$ cat src/rtl/ssd_disparity_scheduler_if.sv
// Bundle between the disparity scheduler, the request front end, the SSD datapath and the
// depth-map writer. The scheduler takes the slave side; the environment drives the master side.
interface ssd_disparity_scheduler_if #(
    parameter int MAX_DISP  = 16,
    parameter int SSD_WIDTH = 24,
    parameter int X_WIDTH   = 10
);
    localparam int DISP_W = (MAX_DISP > 1) ? $clog2(MAX_DISP) : 1;

    // Request handshake: a request transfers on a rising clk_in edge where req_valid_in
    // and req_ready_out are both 1. The requester holds req_valid_in and req_x_in until
    // that edge. ssd_valid_in and best_valid_out are single-cycle pulses with no back-pressure.
    logic                 req_valid_in;
    logic [X_WIDTH-1:0]   req_x_in;
    logic                 req_ready_out;
    logic                 ssd_start_out;
    logic [X_WIDTH-1:0]   ssd_x_out;
    logic [DISP_W-1:0]    ssd_disp_out;
    logic                 ssd_valid_in;
    logic [SSD_WIDTH-1:0] ssd_value_in;
    logic                 best_valid_out;
    logic [DISP_W-1:0]    best_disp_out;
    logic [SSD_WIDTH-1:0] best_ssd_out;
    logic                 timeout_out;
    logic                 busy_out;
    logic [1:0]           state_dbg;

    modport slave (
        input  req_valid_in, req_x_in, ssd_valid_in, ssd_value_in,
        output req_ready_out, ssd_start_out, ssd_x_out, ssd_disp_out,
               best_valid_out, best_disp_out, best_ssd_out, timeout_out, busy_out, state_dbg
    );

    modport master (
        output req_valid_in, req_x_in, ssd_valid_in, ssd_value_in,
        input  req_ready_out, ssd_start_out, ssd_x_out, ssd_disp_out,
               best_valid_out, best_disp_out, best_ssd_out, timeout_out, busy_out, state_dbg
    );
endinterface

$ cat src/rtl/ssd_disparity_scheduler.sv
// Walks the disparity range for one window, issuing one SSD job at a time and keeping the
// smallest result; a watchdog aborts the search if the datapath stops answering.
module ssd_disparity_scheduler #(
    parameter int MAX_DISP       = 16,
    parameter int SSD_WIDTH      = 24,
    parameter int X_WIDTH        = 10,
    parameter int TIMEOUT_CYCLES = 255
) (
    input  logic                       clk_in,
    input  logic                       rst_in,
    ssd_disparity_scheduler_if.slave   bus
);
    localparam int DISP_W = (MAX_DISP > 1) ? $clog2(MAX_DISP) : 1;
    localparam int WD_W   = $clog2(TIMEOUT_CYCLES + 1);
    localparam logic [X_WIDTH-1:0] LAST_CLAMP = X_WIDTH'(MAX_DISP - 1);
    localparam logic [WD_W-1:0]    WD_LAST    = WD_W'(TIMEOUT_CYCLES - 1);

    typedef enum logic [1:0] {
        IDLE  = 2'd0,
        ISSUE = 2'd1,
        WAIT  = 2'd2,
        DONE  = 2'd3
    } state_t;

    state_t               state;
    logic [DISP_W-1:0]    disp;
    logic [DISP_W-1:0]    last_disp;
    logic                 best_seen;
    logic [SSD_WIDTH-1:0] min_ssd;
    logic [DISP_W-1:0]    min_disp;
    logic [WD_W-1:0]      watchdog;

    logic [DISP_W-1:0]    req_last;
    logic                 take;
    logic [SSD_WIDTH-1:0] cand_ssd;
    logic [DISP_W-1:0]    cand_disp;

    // Columns left of the image edge (x - d < 0) are never searched.
    assign req_last  = (bus.req_x_in > LAST_CLAMP) ? DISP_W'(MAX_DISP - 1) : DISP_W'(bus.req_x_in);
    // Strict compare: on a tie the earlier (lower) disparity keeps the win.
    assign take      = !best_seen || (bus.ssd_value_in < min_ssd);
    assign cand_ssd  = take ? bus.ssd_value_in : min_ssd;
    assign cand_disp = take ? disp : min_disp;

    assign bus.ssd_disp_out = disp;
    assign bus.state_dbg    = state;

    always_ff @(posedge clk_in or posedge rst_in) begin
        if (rst_in) begin
            state              <= IDLE;
            disp               <= '0;
            last_disp          <= '0;
            best_seen          <= 1'b0;
            min_ssd            <= '0;
            min_disp           <= '0;
            watchdog           <= '0;
            bus.req_ready_out  <= 1'b1;
            bus.ssd_start_out  <= 1'b0;
            bus.ssd_x_out      <= '0;
            bus.best_valid_out <= 1'b0;
            bus.best_disp_out  <= '0;
            bus.best_ssd_out   <= '0;
            bus.timeout_out    <= 1'b0;
            bus.busy_out       <= 1'b0;
        end else begin
            bus.ssd_start_out  <= 1'b0;
            bus.best_valid_out <= 1'b0;
            case (state)
                IDLE: begin
                    if (bus.req_valid_in) begin
                        bus.ssd_x_out     <= bus.req_x_in;
                        disp              <= '0;
                        last_disp         <= req_last;
                        best_seen         <= 1'b0;
                        // All-ones / disparity 0 is what a search with no result reports.
                        min_ssd           <= '1;
                        min_disp          <= '0;
                        bus.ssd_start_out <= 1'b1;
                        bus.req_ready_out <= 1'b0;
                        bus.busy_out      <= 1'b1;
                        state             <= ISSUE;
                    end
                end
                ISSUE: begin
                    watchdog <= '0;
                    state    <= WAIT;
                end
                WAIT: begin
                    if (bus.ssd_valid_in) begin
                        min_ssd   <= cand_ssd;
                        min_disp  <= cand_disp;
                        best_seen <= 1'b1;
                        if (disp == last_disp) begin
                            bus.best_valid_out <= 1'b1;
                            bus.best_disp_out  <= cand_disp;
                            bus.best_ssd_out   <= cand_ssd;
                            bus.timeout_out    <= 1'b0;
                            state              <= DONE;
                        end else begin
                            disp              <= disp + 1'b1;
                            bus.ssd_start_out <= 1'b1;
                            state             <= ISSUE;
                        end
                    end else if (watchdog == WD_LAST) begin
                        bus.best_valid_out <= 1'b1;
                        bus.best_disp_out  <= min_disp;
                        bus.best_ssd_out   <= min_ssd;
                        bus.timeout_out    <= 1'b1;
                        state              <= DONE;
                    end else begin
                        watchdog <= watchdog + 1'b1;
                    end
                end
                DONE: begin
                    bus.req_ready_out <= 1'b1;
                    bus.busy_out      <= 1'b0;
                    state             <= IDLE;
                end
                default: state <= IDLE;
            endcase
        end
    end
endmodule
$ cat src/flat_wrapper.sv
// flat-port wrapper written by rule: the top's interface ports become plain ports
module ssd_disparity_scheduler_flat 
#(
    parameter int MAX_DISP       = 16,
    parameter int SSD_WIDTH      = 24,
    parameter int X_WIDTH        = 10,
    parameter int TIMEOUT_CYCLES = 255
)
  (clk_in, rst_in, bus_req_valid_in, bus_req_x_in, bus_ssd_valid_in, bus_ssd_value_in, bus_req_ready_out, bus_ssd_start_out, bus_ssd_x_out, bus_ssd_disp_out, bus_best_valid_out, bus_best_disp_out, bus_best_ssd_out, bus_timeout_out, bus_busy_out, bus_state_dbg);
  ssd_disparity_scheduler_if #(.MAX_DISP(MAX_DISP), .SSD_WIDTH(SSD_WIDTH), .X_WIDTH(X_WIDTH)) bus_i ();
  input  logic clk_in;
  input  logic rst_in;
  input wire logic [$bits(bus_i.req_valid_in)-1:0] bus_req_valid_in;
  input wire logic [$bits(bus_i.req_x_in)-1:0] bus_req_x_in;
  input wire logic [$bits(bus_i.ssd_valid_in)-1:0] bus_ssd_valid_in;
  input wire logic [$bits(bus_i.ssd_value_in)-1:0] bus_ssd_value_in;
  output wire logic [$bits(bus_i.req_ready_out)-1:0] bus_req_ready_out;
  output wire logic [$bits(bus_i.ssd_start_out)-1:0] bus_ssd_start_out;
  output wire logic [$bits(bus_i.ssd_x_out)-1:0] bus_ssd_x_out;
  output wire logic [$bits(bus_i.ssd_disp_out)-1:0] bus_ssd_disp_out;
  output wire logic [$bits(bus_i.best_valid_out)-1:0] bus_best_valid_out;
  output wire logic [$bits(bus_i.best_disp_out)-1:0] bus_best_disp_out;
  output wire logic [$bits(bus_i.best_ssd_out)-1:0] bus_best_ssd_out;
  output wire logic [$bits(bus_i.timeout_out)-1:0] bus_timeout_out;
  output wire logic [$bits(bus_i.busy_out)-1:0] bus_busy_out;
  output wire logic [$bits(bus_i.state_dbg)-1:0] bus_state_dbg;
  assign bus_i.req_valid_in = bus_req_valid_in;
  assign bus_i.req_x_in = bus_req_x_in;
  assign bus_i.ssd_valid_in = bus_ssd_valid_in;
  assign bus_i.ssd_value_in = bus_ssd_value_in;
  assign bus_req_ready_out = bus_i.req_ready_out;
  assign bus_ssd_start_out = bus_i.ssd_start_out;
  assign bus_ssd_x_out = bus_i.ssd_x_out;
  assign bus_ssd_disp_out = bus_i.ssd_disp_out;
  assign bus_best_valid_out = bus_i.best_valid_out;
  assign bus_best_disp_out = bus_i.best_disp_out;
  assign bus_best_ssd_out = bus_i.best_ssd_out;
  assign bus_timeout_out = bus_i.timeout_out;
  assign bus_busy_out = bus_i.busy_out;
  assign bus_state_dbg = bus_i.state_dbg;
  ssd_disparity_scheduler #(.MAX_DISP(MAX_DISP), .SSD_WIDTH(SSD_WIDTH), .X_WIDTH(X_WIDTH), .TIMEOUT_CYCLES(TIMEOUT_CYCLES)) u_core (.clk_in(clk_in), .rst_in(rst_in), .bus(bus_i));
endmodule
$ cat config.mk
export PLATFORM = sky130hd
export DESIGN_NAME = ssd_disparity_scheduler_flat
export DESIGN_NICKNAME = d
export VERILOG_FILES = /design/src/rtl/ssd_disparity_scheduler_if.sv /design/src/rtl/ssd_disparity_scheduler.sv /design/src/flat_wrapper.sv
export SDC_FILE = /design/constraint.sdc
export NUM_CORES = 1
export LEC_CHECK = 0
export CELL_PAD_IN_SITES_DETAIL_PLACEMENT = 1
export CELL_PAD_IN_SITES_GLOBAL_PLACEMENT = 1
export CORE_UTILIZATION = 36
export DETAILED_ROUTE_END_ITERATION = 8
export MAX_ROUTING_LAYER = met4
export PLACE_DENSITY = 0.81
export SLEW_MARGIN = 10
export SYNTH_ARGS = -nofsm -noshare
export SYNTH_HDL_FRONTEND = slang
export SYNTH_SLANG_ARGS = --single-unit
$ cat constraint.sdc
create_clock -name clk_in -period 2.85 [get_ports clk_in]
set_clock_uncertainty 0.15 [all_clocks]
set_input_delay 0.4275 -clock clk_in [delete_from_list [all_inputs] [get_ports clk_in]]
set_output_delay 0.4275 -clock clk_in [all_outputs]
set_load 0.01 [all_outputs]
==> results.sh, run 1 <==
export IMPL_r2r_slack_ns=0.21
export IMPL_hold_viol_final=0
export IMPL_layout_setup_ws_ns=0.0924
export IMPL_fill_cells=1327
export IMPL_final_cells=717
export IMPL_post_place_cells=693
export IMPL_track_usage_pct=20.2
export IMPL_start_util_pct=37.0
export IMPL_critPathMaxFanout=10
export IMPL_synth_yosys_seq_area_share_pct=50.5
export IMPL_cp_end_kind="flop"
export IMPL_worst_pin_slew_ns=0.693
export IMPL_cts_tree="done"
export IMPL_drive_gt1_share_pct=12.0
export IMPL_fin_util_pct=50.4
export IMPL_rows=40
export IMPL_ant_nets=0
export IMPL_synth_warnings=0
export IMPL_netlist_area_um2=4460
export IMPL_globalplace_congestion=0.779
export IMPL_drv_slew=0
export IMPL_ys_async_sr_fraction_pct=100
export IMPL_synth_edf_count=0
export IMPL_grt_pass1_wl_um=19300
export IMPL_synth_avg_cell_area_um2=10.5
export IMPL_via_per_inst=5.01
export IMPL_grt_overflow=0
export IMPL_htree_num_levels=3
export IMPL_hold_end="u_core.watchdog[6]"
export IMPL_maxSlewHeadroom_pct=53.7
export IMPL_hold_depth=1
export IMPL_syn_inst=425
export IMPL_worstPathArrival_ns=2.83
export IMPL_setup_violations=0
export IMPL_antenna_found_initial=0
export IMPL_cts_root_buf="clkbuf_16"
export IMPL_clock_fmax_mhz=363
export IMPL_synth_flop_cell="dfrtp_1"
export IMPL_dp_slack_ns=-0.502
export IMPL_crit_required_ns=2.92
export IMPL_dr_pass1_iters=4
export IMPL_status="completed"
export IMPL_worstReg2RegStart="u_core.min_ssd[19]"
export IMPL_dp_final_hpwl_um=8250
export IMPL_synth_distinct_cells=42
export IMPL_core_area_um2=12100
export IMPL_rr_worst_depth=12
export IMPL_io_buffer_count=86
export IMPL_cts_buffer_depth=2
export IMPL_wirelength_um=11700
export IMPL_layout_nets=608
export IMPL_wl_per_cell_um=16.3
export IMPL_worstHoldStart="u_core.watchdog[6]"
export IMPL_antenna_cells=0
export IMPL_numCtsBuffers=9
export IMPL_drtIter0Drc=143
export IMPL_die_x_um=113
export IMPL_min_path_type="flop to flop"
export IMPL_synth_seq_cells=90
export IMPL_synthTopCellsByArea="dfrtp_1 (50%), ha_1 (7.3%), mux2i_1 (7.0%)"
export IMPL_ios=87
export IMPL_irDropWorstVdd_mv=0.415
export IMPL_power_density_nw_per_um2=837
export IMPL_synth_nets=489
export IMPL_post_route_period_util_pct=96.8
export IMPL_num_vias=3595
export IMPL_die_h_um=113
export IMPL_area_growth_pct=36.4
export IMPL_die_area_um2=12800
export IMPL_maxCapViolCount=0
export IMPL_fin_setup_tns_ns=0
export IMPL_critPathKind="input pin to flop"
export IMPL_path_clk_slew_ns=0.06
export IMPL_hold_buffers=0
export IMPL_rr_endpoint="u_core.bus.best_ssd_out[15]"
export IMPL_cp_start_kind="input pin"
export IMPL_numClockSinks=90
export IMPL_drt_drc_violations_left=0
export IMPL_fin_crit_ns=2.76
export IMPL_whs_ns=0.332
export IMPL_yosysTopAreaCellShare_pct=50.0
export IMPL_yosysTopAreaCell="dfrtp_1"
export IMPL_grt_pass1_vias=4005
export IMPL_clk_latency_ns=0.35
export IMPL_grt_max_degree=91
export IMPL_leakagePower_nw=2.81
per-layer routing:
| metal | wire length, um | GRT usage [%] | vias to the layer above |
|---|---|---|---|
| met5 | 0 | - | - |
| met4 | 160 | 6.32 | 0 |
| met3 | 524 | 5.25 | 12 |
| met2 | 5930 | 36.1 | 69 |
| met1 | 5050 | 21.8 | 1780 |
| li1 | - | - | 1734 |
cells in the mapped netlist (5+ instances only):
| cell type | n |
|---|---|
| buf_6 | 5 |
| buf_2 | 7 |
| nor2_1 | 50 |
| nand4_1 | 7 |
| nand2_1 | 19 |
| o211ai_1 | 5 |
| xnor2_1 | 5 |
| dfrtp_1 | 89 |
| a21oi_1 | 44 |
| clkbuf_1 | 5 |
| nand3_1 | 8 |
| mux2_1 | 10 |
| inv_1 | 37 |
| ha_1 | 26 |
| o21ai_1 | 12 |
| o22a_1 | 24 |
| mux2i_1 | 31 |
cells in the final DEF, fill, tap and decap left out, types with 3 or more instances in the layout:
cell type,Yosys,routed
dfrtp_1,89,89
clkdlybuf4s50_1,0,86
nor2_1,50,49
a21oi_1,44,44
inv_1,37,36
buf_4,1,34
mux2i_1,31,31
ha_1,26,26
o22a_1,24,24
nand2_1,19,19
o21ai_1,12,11
mux2_1,10,10
clkbuf_16,0,9
nand3_1,8,8
nand4_1,7,7
o211ai_1,5,5
xnor2_1,5,5
clkinv_2,0,4
o21ai_0,3,3
nand2b_1,3,3
and4_1,3,3
xor2_1,3,3
buf_6,5,3
buf_12,0,3
how the worst max path moves through the flow:
stage                              start                          end  slack, ns  depth (start not counted)
floorplan           bus_ssd_value_in[13]           u_core.min_ssd[10]       0.45                         10
global placement    bus_ssd_value_in[14]           u_core.min_disp[1]      -0.39                          9
detailed placement  bus_ssd_value_in[15]           u_core.min_disp[2]      -0.50                          9
CTS                 bus_ssd_value_in[19]  u_core.bus.best_ssd_out[22]       0.04                         11
global route        bus_ssd_value_in[18]  u_core.bus.best_ssd_out[15]      -0.05                         12
finish               bus_ssd_value_in[4]  u_core.bus.best_ssd_out[15]       0.09                         11
metrics by stage:
step / power, mW / instance area, um^2
global route: 5.45 / 6080
finish: 5.09 / 6080
CTS: 5.10 / 5990
floorplan: 3.08 / 4460
detailed placement: 3.87 / 5700
global placement: 3.74 / 5700
final cells by class:
class	instances	area (um^2)	share of cell area (%)
Clock inverter	6	57.6	0.946
Tap cell	168	210	3.46
Multi-Input combinational cell	280	1980	32.5
Clock buffer	10	229	3.76
Sequential cell	90	2250	37.0
Timing Repair Buffer	126	1210	19.9
Inverter	37	143	2.35
registers in the layout, indices dropped and copies added (netlist names):
| name | cells |
|---|---|
| u_core.min_disp | 4 |
| u_core.min_ssd | 24 |
| u_core.bus.ssd_disp_out | 4 |
| u_core.last_disp | 4 |
| u_core.bus.ssd_start_out | 1 |
| u_core.bus.best_ssd_out | 24 |
| u_core.bus.req_ready_out | 1 |
| u_core.bus.ssd_x_out | 10 |
| u_core.best_seen | 1 |
| u_core.bus.busy_out | 1 |
| u_core.bus.state_dbg | 2 |
| u_core.bus.best_valid_out | 1 |
| u_core.watchdog | 8 |
| u_core.bus.best_disp_out | 4 |
| u_core.bus.timeout_out | 1 |
worst max-delay path: stages:
cell	delay [ns]
clkdlybuf4s50_1	0.45
ha_1	0.33
a211o_1	0.30
a21oi_1	0.13
o21ai_1	0.12
and4_1	0.21
nor3_2	0.20
buf_6	0.21
buf_4	0.13
mux2i_1	0.21
a21oi_1	0.10
where the power goes:
| group | internal (mW) | switching (mW) | total (mW) |
|---|---|---|---|
| clock network | 0.673 | 0.502 | 1.18 |
| registers | 1.63 | 0.281 | 1.91 |
| logic | 1.01 | 0.997 | 2.01 |
| total | 3.31 | 1.78 | 5.09 |
kinds of logic (layout without fill, tap and decap cells):
group	Yosys count	count (layout)	synth area share (%)
xor+xnor	8	8	1.57
flops	90	90	50.5
fa+ha+maj	26	26	7.30
simple gates	102	102	10.5
mux	41	41	9.49
buf+inv	55	179	5.75
compound gates	103	103	14.8
timing repair:
action / in CTS / in global routing
resized for setup: 1 / 4
setup endpoints to repair: 26 / 44
setup buffers: 0 / 8
pin swaps: 0 / 3
Power figures use the tool's default switching activity.
==> run 2, diff against run 1 <==
SKIP_LAST_GASP = 1   (was not set)
==> run 2 against run 1 <==
Clock-buffer cell count stayed put. Final cell count did not move. Setup slack lost 0.0031 ns. Critical path depth is 1 higher. Sequential share of layout area stayed put. Flip-flop and latch count did not move. Power about the same. Die area unchanged. Highest routed layer unchanged. Largest cell class unchanged. Sequential power about the same. First-iteration DRC count increased by 0.70%. Global-route usage did not move.
==> results.sh, run 2 (synthesis results as in run 1) <==
export IMPL_cp_start_kind="input pin"
export IMPL_top_regs="u_core.bus.best_ssd_out: 24 flops, u_core.min_ssd: 24 flops, u_core.bus.ssd_x_out: 10 flops"
export IMPL_switching_share_pct=35.0
export IMPL_rsz0062_at_grt="yes"
export IMPL_dp_slack_ns=-0.502
export IMPL_p_seq_share_pct=37.4
export IMPL_p_switching_mw=1.78
export IMPL_r2r_slack_ns=0.21
export IMPL_crit_chain="clkdlybuf4s50_1 > ha_1 > nand4_1 > buf_4 > nor2_1 > o211ai_1 > a31oi_1 > nor3_2 > buf_6 > buf_4 > mux2i_1 > a21oi_1"
export IMPL_worstPathArrival_ns=2.83
export IMPL_cp_top_family="buffers and inverters"
export IMPL_cts_tree="done"
export IMPL_dp_final_hpwl_um=8250
export IMPL_io_buffer_count=86
export IMPL_wl_per_cell_um=16.3
export IMPL_clk_latency_ns=0.35
export IMPL_fin_util_pct=50.4
export IMPL_power_internal_mw=3.31
export IMPL_die_h_um=113
export IMPL_clock_fmax_mhz=362
export IMPL_via_per_inst=5.02
export IMPL_grt_pass1_wl_um=19300
export IMPL_cp_slowest_cell="clkdlybuf4s50_1"
export IMPL_track_usage_pct=20.2
export IMPL_dr_pass1_iters=4
export IMPL_wirelength_um=11700
export IMPL_cts_root_buf="clkbuf_16"
export IMPL_maxSlewHeadroom_pct=53.6
export IMPL_pwr_share_comb_pct=39.5
export IMPL_leakagePower_nw=2.81
export IMPL_worst_pin_slew_ns=0.694
export IMPL_final_cells=717
export IMPL_path_common_cell="buf_4"
export IMPL_numCtsBuffers=9
export IMPL_final_common_cell="dfrtp_1"
export IMPL_grt_overflow=0
export IMPL_critPathKind="input pin to flop"
export IMPL_critical_path_buf_inv_count=4
export IMPL_ios=87
export IMPL_ant_nets=0
export IMPL_core_area_um2=12100
export IMPL_irDropWorstVdd_mv=0.415
export IMPL_status="completed"
export IMPL_rows=40
export IMPL_antenna_cells=0
export IMPL_numClockSinks=90
export IMPL_slowest_delay_ns=0.44
export IMPL_clkPwrFrac_pct=23.1
export IMPL_drtIter0Drc=144
export IMPL_layout_setup_ws_ns=0.0893
export IMPL_path_clk_slew_ns=0.06
export IMPL_post_place_cells=693
export IMPL_antenna_found_initial=0
export IMPL_num_vias=3596
export IMPL_htree_num_levels=3
export IMPL_start_util_pct=37.0
export IMPL_die_x_um=113
export IMPL_drv_slew=0
export IMPL_grt_pass1_vias=4005
export IMPL_grt_max_degree=91
export IMPL_fin_crit_ns=2.76
export IMPL_power_density_nw_per_um2=837
export IMPL_crit_required_ns=2.92
export IMPL_layout_common_cells="dfrtp_1 (89), clkdlybuf4s50_1 (86), nor2_1 (49)"
export IMPL_whs_ns=0.332
export IMPL_critPathMaxFanout=10
export IMPL_hold_viol_final=0
export IMPL_area_growth_pct=36.4
export IMPL_finalPower_mw=5.09
export IMPL_fill_cells=1327
export IMPL_drive_gt1_share_pct=12.0
export IMPL_layout_nets=608
export IMPL_maxCapViolCount=0
export IMPL_die_area_um2=12800
export IMPL_globalplace_congestion=0.779
export IMPL_cp_end_kind="flop"
export IMPL_setup_violations=0
export IMPL_min_path_type="flop to flop"
export IMPL_drt_drc_violations_left=0
export IMPL_cts_buffer_depth=2
export IMPL_post_route_period_util_pct=96.9
==> run 2: cell counts in the layout (fill, tap and decap cells not counted) <==
Identical to the previous run, type by type.
==> run 2: routing by layer <==
| layer | global-route usage, % | vias up | part of all wire, % |
|---|---|---|---|
| met1 | 21.8 | 1783 | 43 |
| met3 | 5.25 | 12 | 4.5 |
| met5 | - | - | 0 |
| met4 | 6.32 | 0 | 1.4 |
| li1 | - | 1730 | - |
| met2 | 36.1 | 71 | 51 |
==> run 2: layout make-up <==
| cell class | count | area, um^2 | area share (%) |
|---|---|---|---|
| repair buffers | 126 | 1210 | 19.9 |
| clock buffers | 10 | 229 | 3.76 |
| well taps | 168 | 210 | 3.46 |
| multi-input cells | 280 | 1980 | 32.5 |
| clock inverters | 6 | 57.6 | 0.946 |
| flip-flops and latches | 90 | 2250 | 37.0 |
| inverters | 37 | 143 | 2.35 |
==> run 2: path summary, 6_finish.rpt <==
check                                startpoint                     endpoint  cells past startpoint
setup / recovery           bus_ssd_value_in[19]  u_core.bus.best_ssd_out[15]                     12
hold / removal               u_core.watchdog[6]           u_core.watchdog[6]                      1
setup reg to reg             u_core.min_ssd[17]  u_core.bus.best_ssd_out[15]                     12
hold reg to reg              u_core.watchdog[6]           u_core.watchdog[6]                      1
max in group asynchronous                rst_in     u_core.bus.req_ready_out                      3
min in group asynchronous                rst_in          u_core.last_disp[2]                      3
==> run 2: worst register-to-register path, delay by kind of cell, from the launching register on <==
| kind | cells | cell delay, ns |
|---|---|---|
| flops | 1 | 0.38 |
| simple gates | 3 | 0.49 |
| compound gates | 3 | 0.50 |
| buf+inv | 4 | 0.53 |
| mux | 1 | 0.18 |
| fa+ha+maj | 1 | 0.29 |
==> run 2: power by group through the flow <==
stage                     Combinational (mW)  Clock [mW]  Sequential, mW
after global routing                    2.24        1.26            1.96
after floorplan                         1.17           0            1.91
after detailed placement                1.94           0            1.93
after global placement                  1.85           0            1.89
final                                   2.01        1.18            1.91
after CTS                               1.98        1.21            1.91
==> run 2: what timing repair did <==
action                     in CTS  in global routing
setup endpoints to repair      26                 44
pin swaps                       0                  2
gates resized for setup         1                  4
hold buffers                    0                  0
setup buffers                   0                  8
==> run 2: stage by stage <==
| stage | instance area [um^2] | TNS, ns |
|---|---|---|
| 3_5_place_dp | 5700 | -17.78 |
| 6_report | 6080 | 0 |
| 2_1_floorplan | 4460 | 0 |
| 4_1_cts | 5990 | 0 |
| 5_1_grt | 6080 | -0.239 |
| 3_3_place_gp | 5700 | -13.02 |
==> run 3, diff against run 2 <==
CAP_MARGIN = 5   (was not set)
CTS_BUF_LIST = sky130_fd_sc_hd__clkbuf_16   (was not set)
clock period = 2.35 ns   (was 2.85 ns; I/O delays follow)
==> run 3 against run 2 <==
The flow now finishes with violations (negative setup slack). Flip-flop and latch count is the same. Final area grew 13%. Non-clock buffer count grew 46. Clock-buffer cell count shrank 1. Wire length grew 44%. Sequential power grew 21%. Clock power grew 21%. Global-route usage grew 4.6 points. Hold slack lost 0.14 ns. Final cell count grew 6.6%. Power grew 49%. Largest cell class is now multi-input combinational cells. Highest routed layer unchanged.
==> results.sh, run 3 (synthesis results as in run 1) <==
export IMPL_status="finished, violations left"
export IMPL_violations="negative setup slack"
export IMPL_min_path_type="input pin to asynchronous set/reset pin"
export IMPL_fin_crit_ns=2.79
export IMPL_drive_gt1_share_pct=27.0
export IMPL_seqCellArea_um2=2250
export IMPL_wirelength_um=16700
export IMPL_die_area_um2=12800
export IMPL_top_usage_layer="met2"
export IMPL_critical_path_buf_inv_count=5
export IMPL_grt_pass1_wl_um=23400
export IMPL_top_regs="u_core.bus.best_ssd_out: 24 flops, u_core.min_ssd: 24 flops, u_core.bus.ssd_x_out: 10 flops"
export IMPL_globalplace_congestion=0.811
export IMPL_core_area_um2=12100
export IMPL_cts_buffer_depth=2
export IMPL_path_common_cell="buf_12"
export IMPL_dr_pass1_iters=4
export IMPL_final_common_cell="dfrtp_1"
export IMPL_dp_slack_ns=-0.992
export IMPL_die_h_um=113
export IMPL_power_internal_mw=4.74
export IMPL_numCtsBuffers=9
export IMPL_post_route_period_util_pct=119
export IMPL_hold_viol_final=0
export IMPL_clock_fmax_mhz=359
export IMPL_rows=40
export IMPL_cp_end_kind="flop"
export IMPL_grt_pass1_vias=4411
export IMPL_cts_tree="done"
export IMPL_irDropWorstVdd_mv=0.517
export IMPL_fin_util_pct=57.2
export IMPL_final_cells=764
export IMPL_power_density_nw_per_um2=1100
export IMPL_crit_chain="clkdlybuf4s50_1 > ha_1 > nand4_1 > buf_4 > nor2_4 > o211ai_1 > a31oi_4 > nor3_4 > buf_6 > buf_12 > buf_12 > mux2i_1 > a21oi_1"
export IMPL_critPathKind="input pin to flop"
export IMPL_worst_pin_slew_ns=0.562
export IMPL_post_place_cells=728
export IMPL_maxSlewHeadroom_pct=62.4
export IMPL_maxCapViolCount=0
export IMPL_p_switching_mw=2.85
export IMPL_grt_max_degree=58
export IMPL_slowest_delay_ns=0.47
export IMPL_p_seq_share_pct=30.5
export IMPL_track_usage_pct=24.8
export IMPL_ant_nets=0
export IMPL_drt_drc_violations_left=0
export IMPL_fill_cells=1272
export IMPL_start_util_pct=37.0
export IMPL_cp_start_kind="input pin"
export IMPL_met1_usage_pct=27.2
export IMPL_layout_setup_ws_ns=-0.438
export IMPL_grt_use_met2_pct=43.7
export IMPL_pwr_share_comb_pct=50.7
export IMPL_switching_share_pct=37.5
export IMPL_rsz0062_at_grt="yes"
export IMPL_htree_num_levels=3
export IMPL_layout_common_cells="dfrtp_1 (89), clkdlybuf4s50_1 (72), buf_4 (70)"
export IMPL_cp_top_family="buffers and inverters"
export IMPL_leakagePower_nw=3.10
export IMPL_cp_slowest_cell="clkdlybuf4s50_1"
export IMPL_use_met3_pct=4.50
export IMPL_numClockSinks=90
export IMPL_wl_per_cell_um=21.9
export IMPL_multiInputGateArea_um2=2350
export IMPL_worstPathArrival_ns=2.89
export IMPL_io_buffer_count=86
export IMPL_dp_final_hpwl_um=9300
export IMPL_hold_buffers=0
export IMPL_crit_required_ns=2.45
export IMPL_antenna_cells=0
export IMPL_layout_nets=655
export IMPL_drtIter0Drc=260
export IMPL_antenna_found_initial=0
export IMPL_ios=87
export IMPL_whs_ns=0.188
export IMPL_critPathMaxFanout=6
export IMPL_die_x_um=113
export IMPL_cts_root_buf="clkbuf_16"
export IMPL_num_vias=4072
export IMPL_clk_latency_ns=0.36
export IMPL_area_growth_pct=54.6
export IMPL_drv_slew=0
export IMPL_grt_overflow=0
export IMPL_clkPwrFrac_pct=18.9
export IMPL_path_clk_slew_ns=0.07
export IMPL_via_per_inst=5.33
export IMPL_setup_violations=56
## run 3: power groups by stage
stage	clock, mW	combinational (mW)	sequential [mW]
2_1_floorplan	0	1.42	2.31
3_3_place_gp	0	2.66	2.22
3_5_place_dp	0	2.80	2.26
4_1_cts	1.42	3.16	2.25
5_1_grt	1.51	4.04	2.35
6_report	1.43	3.84	2.31
## run 3: final timing paths
check / startpoint / end / slack, ns / cells after the start
worst max-delay path: bus_ssd_value_in[20] / u_core.bus.best_ssd_out[19] / -0.44 / 13
worst min-delay path: rst_in / u_core.bus.ssd_x_out[6] / 0.19 / 2
worst max register to register: u_core.min_ssd[23] / u_core.bus.best_ssd_out[19] / -0.43 / 13
worst min register to register: u_core.bus.ssd_x_out[3] / u_core.bus.ssd_x_out[3] / 0.34 / 1
max in group asynchronous: rst_in / u_core.bus.req_ready_out / 1.27 / 3
min in group clk_in: bus_ssd_value_in[22] / u_core.min_ssd[22] / 0.32 / 3
## run 3: per-layer routing
layer	up-vias	share of wire (%)
met1	2038	39
met4	0	4.6
met2	153	52
met3	55	4.1
li1	1826	-
met5	-	0
## run 3: cell type report
class	instances	area share, %
multi-input combinational	281	34.1
sequential	90	32.7
timing repair buffer	172	24.0
clock buffer	9	3.27
tap	168	3.05
inverter	37	2.07
clock inverter	7	0.799
## run 3: through the flow
stage,cell area (um^2),TNS (ns),power [mW]
after CTS,6550,-7.67,6.82
after floorplan,4460,0,3.73
after detailed placement,6000,-42.99,5.06
after global routing,6890,-20.65,7.90
final,6890,-18.97,7.59
after global placement,6000,-35.76,4.88
## run 3: timing repair
| item | in CTS | in global routing |
|---|---|---|
| buffers inserted | 7 | 11 |
| gates resized for setup | 49 | 44 |
| cloned | 2 | 0 |
| pin swaps | 22 | 27 |
| endpoints found under the setup margin | 56 | 56 |
